$ cat src/rtl/pipeline_hazard_ctrl_pkg.sv
// Purpose: shared opcodes, bubble word, forward-select codes and controller state for the RV32I hazard unit.
// Latency: n/a (declarations only).
// Backpressure: n/a.
package pipe_pkg;

    localparam int XLEN = 32;

    // addi x0,x0,0 -- what EX receives when a bubble is inserted
    localparam logic [XLEN-1:0] NOP_INST = 32'h0000_0013;

    localparam logic [6:0] RTYPE   = 7'b0110011;
    localparam logic [6:0] IMMTYPE = 7'b0010011;
    localparam logic [6:0] LOAD    = 7'b0000011;
    localparam logic [6:0] STORE   = 7'b0100011;
    localparam logic [6:0] BRANCH  = 7'b1100011;
    localparam logic [6:0] LUI     = 7'b0110111;
    localparam logic [6:0] AUIPC   = 7'b0010111;
    localparam logic [6:0] JAL     = 7'b1101111;
    localparam logic [6:0] JALR    = 7'b1100111;

    localparam logic [1:0] FWD_RF = 2'b00;
    localparam logic [1:0] FWD_EX = 2'b01;
    localparam logic [1:0] FWD_WB = 2'b10;

    typedef enum logic [1:0] {
        ST_RUN        = 2'b00,
        ST_LOAD_STALL = 2'b01,
        ST_MEM_WAIT   = 2'b10,
        ST_FLUSH      = 2'b11
    } state_t;

    // Register fields plus the usage flags the hazard logic needs per instruction
    typedef struct packed {
        logic [4:0] rd;
        logic [4:0] rs1;
        logic [4:0] rs2;
        logic       uses_rd;
        logic       uses_rs1;
        logic       uses_rs2;
        logic       is_load;
        logic       is_mem;
    } dec_t;

endpackage

$ cat src/rtl/pipeline_hazard_ctrl_if.sv
// Purpose: bundle between the datapath (master) and the hazard controller (slave).
// Latency: n/a (wires only).
// Backpressure: stall_if/bubble_ex/flush travel slave->master; datapath obeys them the same cycle.
// Signals: inst_id, inst_id_valid, redirect, dmem_ready (datapath -> controller);
//          stall_if, bubble_ex, flush, rs1/rs2_fwd_sel, inst_ex, inst_wb, state (controller -> datapath);
//          stall_cnt, flush_cnt only when HAZARD_PERF_CNT_EN is defined.
interface pipeline_hazard_ctrl_if;
    import pipe_pkg::*;

    logic [XLEN-1:0] inst_id;
    logic            inst_id_valid;
    logic            redirect;
    logic            dmem_ready;
    logic            stall_if;
    logic            bubble_ex;
    logic            flush;
    logic [1:0]      rs1_fwd_sel;
    logic [1:0]      rs2_fwd_sel;
    logic [XLEN-1:0] inst_ex;
    logic [XLEN-1:0] inst_wb;
    state_t          state;
`ifdef HAZARD_PERF_CNT_EN
    logic [31:0]     stall_cnt;
    logic [31:0]     flush_cnt;
`endif

    modport master (
        output inst_id, inst_id_valid, redirect, dmem_ready,
        input  stall_if, bubble_ex, flush, rs1_fwd_sel, rs2_fwd_sel, inst_ex, inst_wb, state
`ifdef HAZARD_PERF_CNT_EN
        , input stall_cnt, flush_cnt
`endif
    );

    modport slave (
        input  inst_id, inst_id_valid, redirect, dmem_ready,
        output stall_if, bubble_ex, flush, rs1_fwd_sel, rs2_fwd_sel, inst_ex, inst_wb, state
`ifdef HAZARD_PERF_CNT_EN
        , output stall_cnt, flush_cnt
`endif
    );

endinterface

$ cat src/rtl/pipeline_hazard_ctrl_decode.sv
// Purpose: classify one RV32I instruction for hazard detection (register use, load, memory access).
// Latency: combinational.
// Backpressure: none.
// Ports: inst (instruction word) -> dec (fields and usage flags).
module hazard_decode
    import pipe_pkg::*;
(
    input  logic [XLEN-1:0] inst,
    output dec_t            dec
);

    logic [6:0] opc;
    logic       unused_inst;

    assign opc         = inst[6:0];
    assign unused_inst = ^{inst[31:25], inst[14:12]};

    always_comb begin
        dec          = '0;
        dec.rd       = inst[11:7];
        dec.rs1      = inst[19:15];
        dec.rs2      = inst[24:20];
        // x0 is folded in here so that no consumer ever matches a write to x0
        dec.uses_rd  = (opc != STORE) && (opc != BRANCH) && (inst[11:7] != 5'd0);
        dec.uses_rs1 = (opc != LUI) && (opc != AUIPC) && (opc != JAL);
        dec.uses_rs2 = (opc == RTYPE) || (opc == STORE) || (opc == BRANCH);
        dec.is_load  = (opc == LOAD);
        dec.is_mem   = (opc == LOAD) || (opc == STORE);
    end

endmodule

$ cat src/rtl/pipeline_hazard_ctrl.sv
// Purpose: hazard/sequencing control for a 3-stage RV32I pipeline: forwarding, load-use stall, redirect flush, dmem wait.
// Latency: control outputs combinational from current inputs; shadow EX/WB instructions update on each clk edge.
// Backpressure: dmem wait freezes EX/WB and stalls IF; load-use stalls IF and bubbles EX; redirect flushes IF/ID.
// Ports: clk, rst_n (async active-low), hz (pipeline_hazard_ctrl_if.slave).
// Build option: HAZARD_PERF_CNT_EN adds stall_cnt/flush_cnt cycle counters on the interface.
module pipeline_hazard_ctrl
    import pipe_pkg::*;
(
    input  logic                  clk,
    input  logic                  rst_n,
    pipeline_hazard_ctrl_if.slave hz
);

    dec_t            dec_id, dec_ex, dec_wb;
    logic [XLEN-1:0] inst_ex_q, inst_wb_q, inst_ex_d, inst_wb_d;
    state_t          prev_state_q, state_d;
    logic            id_rs1, id_rs2;
    logic            mem_wait, redirect_ok, load_use;
    logic            stall_d, bubble_d, flush_d;
    logic [1:0]      rs1_sel, rs2_sel;
    logic            unused_dec;

    hazard_decode u_dec_id (.inst(hz.inst_id), .dec(dec_id));
    hazard_decode u_dec_ex (.inst(inst_ex_q),  .dec(dec_ex));
    hazard_decode u_dec_wb (.inst(inst_wb_q),  .dec(dec_wb));

    assign unused_dec = ^{dec_id.rd, dec_id.uses_rd, dec_id.is_load, dec_id.is_mem,
                          dec_ex.rs1, dec_ex.rs2, dec_ex.uses_rs1, dec_ex.uses_rs2, dec_ex.is_mem,
                          dec_wb.rs1, dec_wb.rs2, dec_wb.uses_rs1, dec_wb.uses_rs2, dec_wb.is_load};

    // An invalid stage-1 slot reads nothing, so it can neither forward nor stall
    assign id_rs1 = hz.inst_id_valid && dec_id.uses_rs1;
    assign id_rs2 = hz.inst_id_valid && dec_id.uses_rs2;

    assign mem_wait = dec_wb.is_mem && !hz.dmem_ready;

    // After a flush EX holds a bubble, so a redirect still high that cycle is stale;
    // ignoring it keeps FLUSH to exactly one cycle.
    assign redirect_ok = hz.redirect && (prev_state_q != ST_FLUSH);

    assign load_use = dec_ex.is_load && dec_ex.uses_rd &&
                      ((id_rs1 && (dec_id.rs1 == dec_ex.rd)) ||
                       (id_rs2 && (dec_id.rs2 == dec_ex.rd)));

    always_comb begin
        state_d   = ST_RUN;
        stall_d   = 1'b0;
        bubble_d  = 1'b0;
        flush_d   = 1'b0;
        inst_ex_d = hz.inst_id_valid ? hz.inst_id : NOP_INST;
        inst_wb_d = inst_ex_q;
        if (mem_wait) begin
            // Whole back end frozen; a pending redirect waits because EX is frozen too
            state_d   = ST_MEM_WAIT;
            stall_d   = 1'b1;
            inst_ex_d = inst_ex_q;
            inst_wb_d = inst_wb_q;
        end else if (redirect_ok) begin
            state_d   = ST_FLUSH;
            flush_d   = 1'b1;
            bubble_d  = 1'b1;
            inst_ex_d = NOP_INST;
        end else if (load_use) begin
            state_d   = ST_LOAD_STALL;
            stall_d   = 1'b1;
            bubble_d  = 1'b1;
            inst_ex_d = NOP_INST;
        end
    end

    // EX result beats WB result; a stalled consumer is re-evaluated next cycle anyway
    always_comb begin
        rs1_sel = FWD_RF;
        rs2_sel = FWD_RF;
        if (!stall_d) begin
            if (id_rs1 && dec_ex.uses_rd && (dec_ex.rd == dec_id.rs1))      rs1_sel = FWD_EX;
            else if (id_rs1 && dec_wb.uses_rd && (dec_wb.rd == dec_id.rs1)) rs1_sel = FWD_WB;
            if (id_rs2 && dec_ex.uses_rd && (dec_ex.rd == dec_id.rs2))      rs2_sel = FWD_EX;
            else if (id_rs2 && dec_wb.uses_rd && (dec_wb.rd == dec_id.rs2)) rs2_sel = FWD_WB;
        end
    end

    always_ff @(posedge clk or negedge rst_n) begin
        if (!rst_n) begin
            inst_ex_q    <= NOP_INST;
            inst_wb_q    <= NOP_INST;
            prev_state_q <= ST_RUN;
        end else begin
            inst_ex_q    <= inst_ex_d;
            inst_wb_q    <= inst_wb_d;
            prev_state_q <= state_d;
        end
    end

    assign hz.stall_if    = stall_d;
    assign hz.bubble_ex   = bubble_d;
    assign hz.flush       = flush_d;
    assign hz.rs1_fwd_sel = rs1_sel;
    assign hz.rs2_fwd_sel = rs2_sel;
    assign hz.inst_ex     = inst_ex_q;
    assign hz.inst_wb     = inst_wb_q;
    assign hz.state       = state_d;

`ifdef HAZARD_PERF_CNT_EN
    logic [31:0] stall_cnt_q, flush_cnt_q;

    // Free-running, wrap naturally at 2^32
    always_ff @(posedge clk or negedge rst_n) begin
        if (!rst_n) begin
            stall_cnt_q <= 32'd0;
            flush_cnt_q <= 32'd0;
        end else begin
            if (stall_d) stall_cnt_q <= stall_cnt_q + 32'd1;
            if (flush_d) flush_cnt_q <= flush_cnt_q + 32'd1;
        end
    end

    assign hz.stall_cnt = stall_cnt_q;
    assign hz.flush_cnt = flush_cnt_q;
`endif

endmodule

$ cat src/flat_wrapper.sv
// flat-port wrapper written by rule: the top's interface ports become plain ports
module pipeline_hazard_ctrl_flat import pipe_pkg::*;
  (clk, rst_n, hz_inst_id, hz_inst_id_valid, hz_redirect, hz_dmem_ready, hz_stall_if, hz_bubble_ex, hz_flush, hz_rs1_fwd_sel, hz_rs2_fwd_sel, hz_inst_ex, hz_inst_wb, hz_state);
  pipeline_hazard_ctrl_if hz_i ();
  input  logic clk;
  input  logic rst_n;
  input wire logic [$bits(hz_i.inst_id)-1:0] hz_inst_id;
  input wire logic [$bits(hz_i.inst_id_valid)-1:0] hz_inst_id_valid;
  input wire logic [$bits(hz_i.redirect)-1:0] hz_redirect;
  input wire logic [$bits(hz_i.dmem_ready)-1:0] hz_dmem_ready;
  output wire logic [$bits(hz_i.stall_if)-1:0] hz_stall_if;
  output wire logic [$bits(hz_i.bubble_ex)-1:0] hz_bubble_ex;
  output wire logic [$bits(hz_i.flush)-1:0] hz_flush;
  output wire logic [$bits(hz_i.rs1_fwd_sel)-1:0] hz_rs1_fwd_sel;
  output wire logic [$bits(hz_i.rs2_fwd_sel)-1:0] hz_rs2_fwd_sel;
  output wire logic [$bits(hz_i.inst_ex)-1:0] hz_inst_ex;
  output wire logic [$bits(hz_i.inst_wb)-1:0] hz_inst_wb;
  output wire logic [$bits(hz_i.state)-1:0] hz_state;
  assign hz_i.inst_id = hz_inst_id;
  assign hz_i.inst_id_valid = hz_inst_id_valid;
  assign hz_i.redirect = hz_redirect;
  assign hz_i.dmem_ready = hz_dmem_ready;
  assign hz_stall_if = hz_i.stall_if;
  assign hz_bubble_ex = hz_i.bubble_ex;
  assign hz_flush = hz_i.flush;
  assign hz_rs1_fwd_sel = hz_i.rs1_fwd_sel;
  assign hz_rs2_fwd_sel = hz_i.rs2_fwd_sel;
  assign hz_inst_ex = hz_i.inst_ex;
  assign hz_inst_wb = hz_i.inst_wb;
  assign hz_state = hz_i.state;
  pipeline_hazard_ctrl u_core (.clk(clk), .rst_n(rst_n), .hz(hz_i));
endmodule
$ cat config.mk
export PLATFORM = sky130hd
export DESIGN_NAME = pipeline_hazard_ctrl_flat
export DESIGN_NICKNAME = d
export VERILOG_FILES = /design/src/rtl/pipeline_hazard_ctrl_pkg.sv /design/src/rtl/pipeline_hazard_ctrl_if.sv /design/src/rtl/pipeline_hazard_ctrl_decode.sv /design/src/rtl/pipeline_hazard_ctrl.sv /design/src/flat_wrapper.sv
export SDC_FILE = /design/constraint.sdc
export NUM_CORES = 1
export LEC_CHECK = 0
export BUFFER_PORTS_ARGS = -buffer_cell sky130_fd_sc_hd__buf_2
export CAP_MARGIN = 20
export CORE_ASPECT_RATIO = 0.8
export CORE_MARGIN = 4
export CORE_UTILIZATION = 31
export CTS_BUF_LIST = sky130_fd_sc_hd__clkbuf_4 sky130_fd_sc_hd__clkbuf_8
export DETAILED_ROUTE_END_ITERATION = 7
export GPL_TIMING_DRIVEN = 0
export SYNTH_ARGS = -nofsm -noshare
export SYNTH_HDL_FRONTEND = slang
export SYNTH_SLANG_ARGS = --single-unit
export TNS_END_PERCENT = 100
$ cat constraint.sdc
create_clock -name clk -period 2.24 [get_ports clk]
set_input_delay 0 -clock clk [delete_from_list [all_inputs] [get_ports clk]]
set_output_delay 0 -clock clk [all_outputs]
set_load 0.005 [all_outputs]
==> metrics.md, run 1 <==
| Metric | Value |
|---|---|
| Sum Neg Setup Slack | -262.4 ps |
| Delay of the slowest critical-path stage | around 550 ps |
| Sequential share of power | between 40% and 50% |
| Critical path data required time | 2240 ps |
| P_sw | 0.0007841 W |
| Most used DFF post-synth | dfrtp_1 |
| Setup CP Type | flip-flop to output port |
| Combinational power share | roughly 16% |
| Nets | approximately 470 |
| Setup crit start | u_core.hz.inst_ex[9] |
| Peak VDD IR | 464.5 µV |
| Post-synthesis mux area share | under 10% |
| Post-Synth XOR/XNOR Area | slightly above 6% |
| CTS Sinks | 66 |
| H-tree depth | 3 |
| Number of routed nets with antenna violations | 0 |
| Post-Syn Instances | about 260 |
| Multi-input logic area | 1229 µm² |
| Post-Synth Simple-Gate Area | approximately 16% |
| Main combinational cell family by area after synthesis | simple AND/OR/NAND/NOR gates |
| Met1 GRT Util | 22.99% |
| FF-to-FF Start | u_core.hz.inst_ex[8] |
| Number of synthesized flops with an enable pin | 0 |
| Core area | between 9000 and 10000 µm² |
| P_leak | around 2.3 nW |
| CTS tree | built |
| Total number of vias | approximately 2700 |
| Yosys top cell area share | approximately half |
| Clock share of power | 40.0% |
| Status | complete, but fails checks |
| Clock Skew | 11.28 ps |
| Number of global-route vias before repair | 2841 |
| Worst setup margin | -89.09 ps |
| Ys Warns | 0 |
| Internal | 0.002295 W |
| Max-cap violations | 0 |
| Crit path buf inv count | 2 |
| Syn_nets | 298 |
| Starting DRT DRC Count | 98 |
| Fin. Hold Viols | 0 |
| First-pass GRT wire length | 14970 µm |
| Worst-Margin Slew | roughly 840 ps |
| Die ar. | between 10000 and 15000 µm² |
| Vias/cell | around 5 |
| Min-delay src | hz_dmem_ready |
| Seq/Total Area, Yosys | 57.25% |
| IO Pins | 110 |
| Die Span X | 116.1 µm |
| Share of flip-flops with an asynchronous set or reset | 100.0% |
| Largest net degree at the start of global routing | between 60 and 70 |
| Drt pass-1 iters | 4 |
| Biggest area consumer among synthesized cells | dfrtp_1 |
| Highest clock rate | between 400 and 500 MHz |
| Synthesis-to-finish area growth | 53.37% |
| Crit path max-delay cell type | or4_4 |
| Tmin final | 2329 ps |
| Crit-path cells | or4_4 -> nor2_4 -> nor4b_4 -> buf_4 -> a2111oi_1 -> buf_2 |
| Final setup violation count | 5 |
| Critical path data arrival time | 2330 ps |
| Register bit count reported by yosys | 66 |
| Area contributors post-synth | dfrtp_1, a32o_1, nand2_1, dfstp_2, xnor2_1 |
| Fillcell total | 850 |
| Clock latency on the worst-skew pair | between 300 and 400 ps |
| Tot GR Track Use | between 15 and 20% |
| Synth Cell Area | ~2900 µm² |
| Met3 Usage GRT | under 10% |
| CTS root buf | clkbuf_8 |
| HP Class | primary input to flip-flop |
| Final Wtd Congestion | about 0.9 |
| Sw Ratio | between 20% and 30% |
| Failing checks | setup timing |
| Synth top cells by count | nand2_1, dfrtp_1, a32o_1 |
| Critical Path Fanout Max | 3 |
| Worst Setup Start Kind | flip-flop |
| Gr ovfl total | 0 |
| Post-DP HPWL | 6536 µm |
| Most frequent cell after synthesis | nand2_1 |
| Pwr/cell area | just under 700 nW/µm² |
| Synth cell types | 34 |
| Initial antenna violation count | 0 |
| Reg clk slew, reported paths | roughly 70 ps |
| RSZ-0062 raised after global routing | true |
| Initial Util | 31.93% |
| Slew Viols, Final | 0 |
| Crit path max-delay family | simple AND/OR/NAND/NOR gates |
| Design Power | between 0.003 and 0.004 W |
| Compound-gate portion of the synthesized area | between 10% and 20% |
| Clock buffer depth | 2 |
| GR peak layer | met2 |
| Final WL | around 9500 µm |
| CP Capture Type | output port |
| DIE HEIGHT | ~94 µm |
| Final period util | 104.0% |
| # diodes | 0 |
| GRT met2 Usage | between 20% and 30% |
| Register area | approximately 1700 µm² |
| Number of I/O port buffers | 109 |
| Layout cell share with drive strength beyond 1 | 42.86% |
| Rows | 31 |
| Remaining routing DRC violations | 0 |
| Syn avg cell area | ~11 µm² |
| CTS buffer count | 9 |
| Relative slew slack | between 40% and 50% |
| Post-synthesis adder-cell area fraction | 0% |
| Wire per inst | 17.27 µm |
==> worst min-delay path: stages <==
cell and delay (ps):
buf_2 80, nor2_1 50, and2_4 200, mux2_2 220
==> state kept, by name, indices dropped and copies added, names as in the netlist <==
signal               count
u_core.hz.inst_ex       32
u_core.prev_state_q      2
u_core.hz.inst_wb       32
==> area by class of cell <==
| cell class | instances | share of cell area, % |
|---|---|---|
| Buffer | 16 | 2.196 |
| Clock buffer | 10 | 2.956 |
| Clock inverter | 6 | 2.590 |
| Inverter | 6 | 0.5068 |
| Multi-Input combinational cell | 170 | 27.65 |
| Sequential cell | 66 | 37.47 |
| Tap cell | 115 | 3.238 |
| Timing Repair Buffer | 160 | 23.40 |
==> worst paths after layout <==
path,to,slack (ps),cells past startpoint
max,hz_rs2_fwd_sel[0],-90,6
min,u_core.hz.inst_wb[8],240,4
max reg2reg,u_core.hz.inst_ex[11],30,7
min reg2reg,u_core.hz.inst_wb[30],460,2
max in group asynchronous,u_core.hz.inst_ex[10],1350,2
min in group asynchronous,u_core.hz.inst_wb[13],310,2
==> through the flow <==
step | hold slack (ps) | cells | utilization, % | worst slack [ps] | cell area (µm²)
6_report | 244.8 | 549 | 48.97 | -89.09 | 4444
5_1_grt | 256.0 | 549 | 48.97 | -145.9 | 4444
4_1_cts | 231.1 | 549 | 48.68 | -134.3 | 4418
3_5_place_dp | 164.0 | 485 | 39.55 | -253.4 | 3590
2_1_floorplan | -295.6 | 261 | - | 185.0 | 2898
3_3_place_gp | 244.4 | 485 | 39.52 | -226.6 | 3587
==> timing repair <==
action,4_1_cts,5_1_grt
endpoints found under the setup margin,60,48
hold buffers,33,0
pin swaps,10,6
endpoints found under the hold margin,92,0
gates resized for setup,33,10
buffers inserted,17,1
==> routing by layer <==
metal,routed length [µm],vias to the layer above
li1,-,1275
met1,4013,1324
met2,4557,93
met3,629,21
met4,281,0
met5,0,-
==> power groups by stage <==
stage | Clock, W | Combinational [W] | Sequential [W]
final | 0.00123 | 0.000501 | 0.00135
after global routing | 0.00131 | 0.000553 | 0.00136
after CTS | 0.00126 | 0.000496 | 0.00135
after detailed placement | 0 | 0.000388 | 0.00137
after global placement | 0 | 0.000383 | 0.00137
after floorplan | 0 | 0.000173 | 0.00137
==> layout by cell type, fill, tap and decap left out, types with 3 or more instances in the layout <==
| cell | netlist | routed |
|---|---|---|
| a32o_1 | 29 | 29 |
| a32oi_1 | 3 | 3 |
| and2_1 | 4 | 3 |
| buf_2 | 2 | 109 |
| buf_4 | 1 | 16 |
| buf_6 | 1 | 4 |
| bufinv_16 | 0 | 3 |
| clkbuf_1 | 12 | 7 |
| clkbuf_2 | 0 | 4 |
| clkbuf_8 | 0 | 9 |
| dfrtp_1 | 60 | 55 |
| dfrtp_2 | 0 | 5 |
| dfstp_2 | 6 | 6 |
| dlygate4sd3_1 | 0 | 33 |
| inv_1 | 6 | 6 |
| mux2_2 | 6 | 6 |
| nand2_1 | 69 | 69 |
| nand3_1 | 6 | 5 |
| nor2_1 | 6 | 5 |
| xnor2_1 | 15 | 14 |
| xor2_1 | 5 | 5 |
==> kinds of logic (layout without fill, tap and decap cells) <==
kind of cell / count (synthesis) / count (layout)
buf+inv: 25 / 198
simple gates: 100 / 100
xor+xnor: 20 / 20
mux: 6 / 6
compound gates: 44 / 44
flops: 66 / 66
Power figures use the tool's default switching activity.
==> inputs of run 2 (changes only) <==
- CORE_UTILIZATION: 31 -> 51
- PLACE_DENSITY: default -> 0.83
- RECOVER_POWER: default -> 100
==> run 2 against run 1 <==
Compared with the run above: the run ends with capacitance limit, slew limit, setup timing left; flip-flop and latch count stayed put; count of clock-buffer cells in the layout up 2; power down 5.3%; die area decreased by 37%; sequential power is essentially flat; fmax down 5.3%; sequential share of layout area increased by 1.8 points; design area is 4.5% lower; utilization grew 29 points; cell count fell by 7.7%; register-to-register slack got worse by 120 ps; non-clock buffer count decreased by 4; largest power group unchanged; highest routed layer unchanged.
==> metrics.md, run 2 (synthesis results as in run 1) <==
| Metric | Value |
|---|---|
| Critical path data arrival time | 2460 ps (+130 ps) |
| CP Capture Type | output port |
| IO Pins | 110 (unchanged) |
| Layout cell share with drive strength beyond 1 | 32.63% (-10 points) |
| Clock Skew | 5.911 ps (-5.365 ps) |
| First-pass GRT wire length | 14010 µm (-6.4%) |
| Clock latency on the worst-skew pair | 340 ps (about the same) |
| Final period util | 109.8% (+5.9 points) |
| HP Class | primary input to flip-flop |
| Initial antenna violation count | 0 (unchanged) |
| Final Wtd Congestion | 0.9388 (+4.8%) |
| Final setup violation count | 27 (+22) |
| Initial Util | 53.02% (+21 points) |
| Peak VDD IR | 610.0 µV (+31%) |
| Die ar. | 6959 µm² (-37%) |
| Fin. Hold Viols | 0 (unchanged) |
| RSZ-0062 raised after global routing | true |
| Synthesis-to-finish area growth | 46.46% |
| DIE HEIGHT | 75.42 µm (-20%) |
| CTS root buf | clkbuf_8 |
| Total number of vias | 2851 (+5.1%) |
| R2r setup slk | -90 ps (-120 ps) |
| Relative slew slack | -12.31% (-56 points) |
| Drt pass-1 iters | 5 (+1) |
| Critical Path Fanout Max | 3 (unchanged) |
| Pwr/cell area | 687.1 nW/µm² (-0.81%) |
| CTS tree | built |
| Final Util | 77.66% (+29 points) |
| Nets | 462 (-0.86%) |
| Setup CP Type | flip-flop to output port |
| CTS buffer count | 9 (unchanged) |
| Highest clock rate | 406.5 MHz (-5.3%) |
| Fillcell total | 379 (-55%) |
| Tmin final | 2460 ps (+131.1 ps) |
| Remaining routing DRC violations | 0 (unchanged) |
| Number of I/O port buffers | 109 (unchanged) |
| Clock buffer depth | 2 (unchanged) |
| Post-DP HPWL | 5837 µm (-11%) |
| Vias/cell | 5.623 (+14%) |
| # diodes | 0 (unchanged) |
| Gr ovfl total | 0 (unchanged) |
| Starting DRT DRC Count | 197 (+100%) |
| Final WL | 9665 µm (+1.9%) |
| Reg clk slew, reported paths | 70 ps (about the same) |
| Worst-Margin Slew | 1685 ps (+845.1 ps) |
| Number of routed nets with antenna violations | 0 (unchanged) |
| Largest net degree at the start of global routing | 36 (-46%) |
| Commonest cells after routing, fill and taps aside | buf_2, nand2_1, dfrtp_1, clkbuf_1, dlygate4sd3_1 |
| P_leak | 2.078 nW (-7.7%) |
| Rows | 24 (-23%) |
| Tot GR Track Use | 26.80% (+8.9 points) |
| Worst slack at placement | -124.0 ps (+129.4 ps) |
| Wire per inst | 19.06 µm (+10%) |
| Core area | 5465 µm² (-40%) |
| Max-cap violations | 1 (+1) |
| Critical path data required time | 2240 ps (about the same) |
| Number of global-route vias before repair | 2731 (-3.9%) |
| Slew Viols, Final | 33 (+33) |
| Worst Setup Start Kind | flip-flop |
| CTS Sinks | 66 (unchanged) |
| H-tree depth | 3 (unchanged) |
| Failing checks | capacitance limit, slew limit, setup timing |
| Worst setup margin | -220.1 ps (-131.1 ps) |
| Sum Neg Setup Slack | -2026 ps (-1764 ps) |
| Status | complete, but fails checks |
| Die Span X | 92.28 µm (-21%) |
| Most common cell after layout, fill and taps aside | buf_2 |
==> run 2: cell count changes in the layout (fill, tap and decap cells not counted), sizes merged <==
cell	before	now
buf	132	93
clkinv	2	1
bufinv	3	2
clkinvlp	1	0
clkbuf	21	58
==> run 2: metrics by stage <==
stage	cell area [µm²]	cells	hold slack [ps]	power, W
finish	4244	507	210.5	0.002916
floorplan	2898	261	-295.6	0.001539
detailed placement	3561	449	93.25	0.001752
global placement	3541	448	244.3	0.001732
global route	4244	507	252.0	0.003025
CTS	4203	502	174.3	0.002903
==> run 2: path summary, 6_finish.rpt <==
check | end | from | cells past startpoint
worst max register to register | u_core.hz.inst_ex[11] | u_core.hz.inst_ex[8] | 8
min in group asynchronous | u_core.hz.inst_wb[20] | rst_n | 2
max in group asynchronous | u_core.hz.inst_ex[4] | rst_n | 3
worst min-delay path | u_core.prev_state_q[1] | hz_redirect | 3
worst max-delay path | hz_rs2_fwd_sel[0] | u_core.hz.inst_ex[9] | 6
worst min register to register | u_core.hz.inst_wb[18] | u_core.hz.inst_wb[18] | 2
==> run 2: timing repair <==
item	CTS	global route
endpoints found under the setup margin	46	19
gates resized for setup	20	16
endpoints found under the hold margin	63	0
hold buffers	33	0
pin swaps	4	2
buffers inserted	7	5
==> run 2: power by group <==
part	switching (W)	internal, W
combinational	0.000242	0.000230
sequential	0.0000747	0.00128
clock	0.000434	0.000657
total	0.000751	0.00217
==> run 2: area by class of cell <==
type | instances | area (µm²) | share of cell area, %
Buffer | 17 | 117.6 | 2.771
Clock buffer | 12 | 146.4 | 3.449
Timing Repair Buffer | 155 | 937.1 | 22.08
Inverter | 6 | 22.52 | 0.5307
Sequential cell | 66 | 1665 | 39.24
Clock inverter | 3 | 65.06 | 1.533
Tap cell | 78 | 97.59 | 2.300
Multi-Input combinational cell | 170 | 1192 | 28.10
==> run 2: worst max-delay path, cell delays in order, from the launching register on <==
cell and delay [ps]:
dfrtp_2 440, or4_4 530, nor2_4 140, nor4b_4 60
buf_4 150, a2111oi_1 570, buf_2 220
==> run 2: layer usage <==
layer | track usage, % | wire, µm | vias up | part of all wire (%)
met1 | 32.62 | 3722 | 1393 | 39
met4 | 10.71 | 267 | 0 | 2.8
li1 | - | - | 1256 | -
met2 | 45.63 | 4837 | 171 | 50
met5 | 0 | 0 | - | 0
met3 | 8.391 | 838 | 31 | 8.7
==> inputs of run 3 (changes only) <==
- PLACE_DENSITY: 0.83 -> 0.91
==> run 3 against run 2 <==
Compared with the run above: the flow still finishes with violations (capacitance limit, slew limit, setup timing); largest power group unchanged; power decreased by 5.7%; worst hold slack improved by 57 ps; non-clock buffer count increased by 3; critical endpoint is now u_core.hz.inst_ex[19].
==> metrics.md, run 3 (synthesis results as in run 1) <==
| Metric | Value |
|---|---|
| GR peak layer | met2 |
| HP Class | primary input to flip-flop |
| Met3 Usage GRT | 7.996% (-0.39 points) |
| Rows | 24 (unchanged) |
| Met1 GRT Util | 32.97% (+0.35 points) |
| P_leak | 2.092 nW (+0.68%) |
| Vias/cell | 5.620 (about the same) |
| Final instance area | 4273 µm² (+0.68%) |
| IO Pins | 110 (unchanged) |
| Initial antenna violation count | 0 (unchanged) |
| Layout cell share with drive strength beyond 1 | 34.72% (+2.1 points) |
| Starting DRT DRC Count | 308 (+56%) |
| Setup CP Type | flip-flop to flip-flop |
| Worst Setup Start Kind | flip-flop |
| Area after DPL | 3561 µm² (unchanged) |
| CTS root buf | clkbuf_8 |
| Drt pass-1 iters | 5 (unchanged) |
| Peak VDD IR | 548.8 µV (-10%) |
| Total number of vias | 2866 (+0.53%) |
| Design Power | 0.002749 W (-5.7%) |
| Crit-path cells | buf_4 -> xnor2_1 -> nand3_1 -> or3_4 -> a21bo_1 -> buf_12 -> buf_4 -> buf_8 -> a32o_1 |
| Final Non-Filler Cells | 510 (+0.59%) |
| Delay of the slowest critical-path stage | 460 ps (-110 ps) |
| Critical path data arrival time | 2580 ps (+120 ps) |
| Gr ovfl total | 0 (unchanged) |
| Pwr/cell area | 643.3 nW/µm² (-6.4%) |
| Commonest cells after routing, fill and taps aside | buf_2, nand2_1, dfrtp_1, clkbuf_1, dlygate4sd3_1 |
| Clock latency on the worst-skew pair | 340 ps (about the same) |
| Relative slew slack | -18.39% (-6.1 points) |
| Reg clk slew, reported paths | 70 ps (about the same) |
| Die ar. | 6959 µm² (unchanged) |
| Final setup violation count | 27 (unchanged) |
| CTS buffer count | 9 (unchanged) |
| RSZ-0062 raised after global routing | true |
| Sum Neg Setup Slack | -1968 ps (+58.36 ps) |
| Final Wtd Congestion | 0.9441 (+0.56%) |
| Failing checks | capacitance limit, slew limit, setup timing |
| Tmin final | 2366 ps (-93.87 ps) |
| Synthesis-to-finish area growth | 47.45% |
| CP Capture Type | flip-flop |
| Initial Util | 53.02% (unchanged) |
| Max-cap violations | 1 (unchanged) |
| Largest net degree at the start of global routing | 35 (-2.8%) |
| Worst slack at placement | -156.2 ps (-32.23 ps) |
| Final period util | 105.6% (-4.2 points) |
| H-tree depth | 3 (unchanged) |
| Number of global-route vias before repair | 2793 (+2.3%) |
| Most common cell after layout, fill and taps aside | buf_2 |
| Wire per inst | 19.20 µm (+0.71%) |
| Worst-Margin Slew | 1776 ps (+91.24 ps) |
| Die Span X | 92.28 µm (unchanged) |
| Tot GR Track Use | 27.02% (+0.21 points) |
| Placed Cells | 449 (unchanged) |
| Crit path max-delay cell type | dfrtp_2 |
| # diodes | 0 (unchanged) |
| Highest clock rate | 422.6 MHz (+4.0%) |
| Status | complete, but fails checks |
| Slew Viols, Final | 33 (unchanged) |
| CTS tree | built |
| Fin. Hold Viols | 0 (unchanged) |
| Core area | 5465 µm² (unchanged) |
| Final WL | 9791 µm (+1.3%) |
| CTS Sinks | 66 (unchanged) |
| Remaining routing DRC violations | 0 (unchanged) |
| Crit path max-delay family | buffers and inverters |
| Crit path buf inv count | 4 (+2) |
| DIE HEIGHT | 75.42 µm (unchanged) |
| Nets | 465 (+0.65%) |
| Critical path data required time | 2460 ps (+220 ps) |
| Number of routed nets with antenna violations | 0 (unchanged) |
| Number of I/O port buffers | 109 (unchanged) |
| Clock Skew | 9.381 ps (+3.470 ps) |
| Critical Path Fanout Max | 10 (+7) |
| Worst setup margin | -126.3 ps (+93.87 ps) |
| Cell mode on critical path | buf_4 |
| GRT met2 Usage | 46.60% (+0.97 points) |
| Clock buffer depth | 2 (unchanged) |
| Post-DP HPWL | 6206 µm (+6.3%) |
| First-pass GRT wire length | 14210 µm (+1.5%) |
run 3: power breakdown:
part	internal, W	leakage [nW]	switching, W
logic	0.000238	1.14	0.000244
clock network	0.000479	0.0923	0.000426
registers	0.00128	0.855	0.0000805
run 3: through the flow:
| stage | utilization (%) | hold WS (ps) |
|---|---|---|
| final | 78.18 | 267.6 |
| after global routing | 78.18 | 279.1 |
| after CTS | 76.63 | 178.6 |
| after detailed placement | 65.16 | 103.0 |
| after global placement | 64.79 | 243.4 |
| after floorplan | - | -295.6 |
run 3: final timing paths:
check | slack [ps] | endpoint | start | cells past startpoint
max in group asynchronous | 410 | u_core.hz.inst_ex[7] | rst_n | 2
min reg2reg | 470 | u_core.hz.inst_wb[25] | u_core.hz.inst_wb[25] | 2
max | -130 | u_core.hz.inst_ex[19] | u_core.hz.inst_ex[10] | 9
min | 270 | u_core.prev_state_q[1] | hz_redirect | 3
min in group asynchronous | 660 | u_core.hz.inst_wb[22] | rst_n | 2
max reg2reg | -130 | u_core.hz.inst_ex[19] | u_core.hz.inst_ex[10] | 9
run 3: worst reg2reg max path, cell delays in order, from the launching register on:
cell     delay (ps)
dfrtp_2         460
buf_4           160
xnor2_1         170
nand3_1         100
or3_4           380
a21bo_1         230
buf_12          140
buf_4           170
buf_8           160
a32o_1          280
run 3: cell type report:
| cell class | instances | area (µm²) |
|---|---|---|
| tap | 78 | 97.59 |
| clock inverter | 2 | 12.51 |
| timing repair buffer | 158 | 967.2 |
| inverter | 6 | 22.52 |
| multi-input combinational | 170 | 1224 |
| fill | 377 | 1192 |
| buffer | 17 | 117.6 |
| clock buffer | 13 | 166.4 |
| sequential | 66 | 1665 |
run 3: layer usage:
metal / wire length, µm / up-vias
li1: - / 1260
met1: 3768 / 1385
met2: 4845 / 184
met3: 882 / 37
met4: 295 / 0
met5: 0 / -
run 3: timing repair:
item / CTS / global route
pin swaps: 5 / 5
hold endpoints to repair: 64 / 0
buffers inserted: 8 / 7
resized for setup: 23 / 16
hold buffers: 33 / 0
endpoints found under the setup margin: 52 / 7
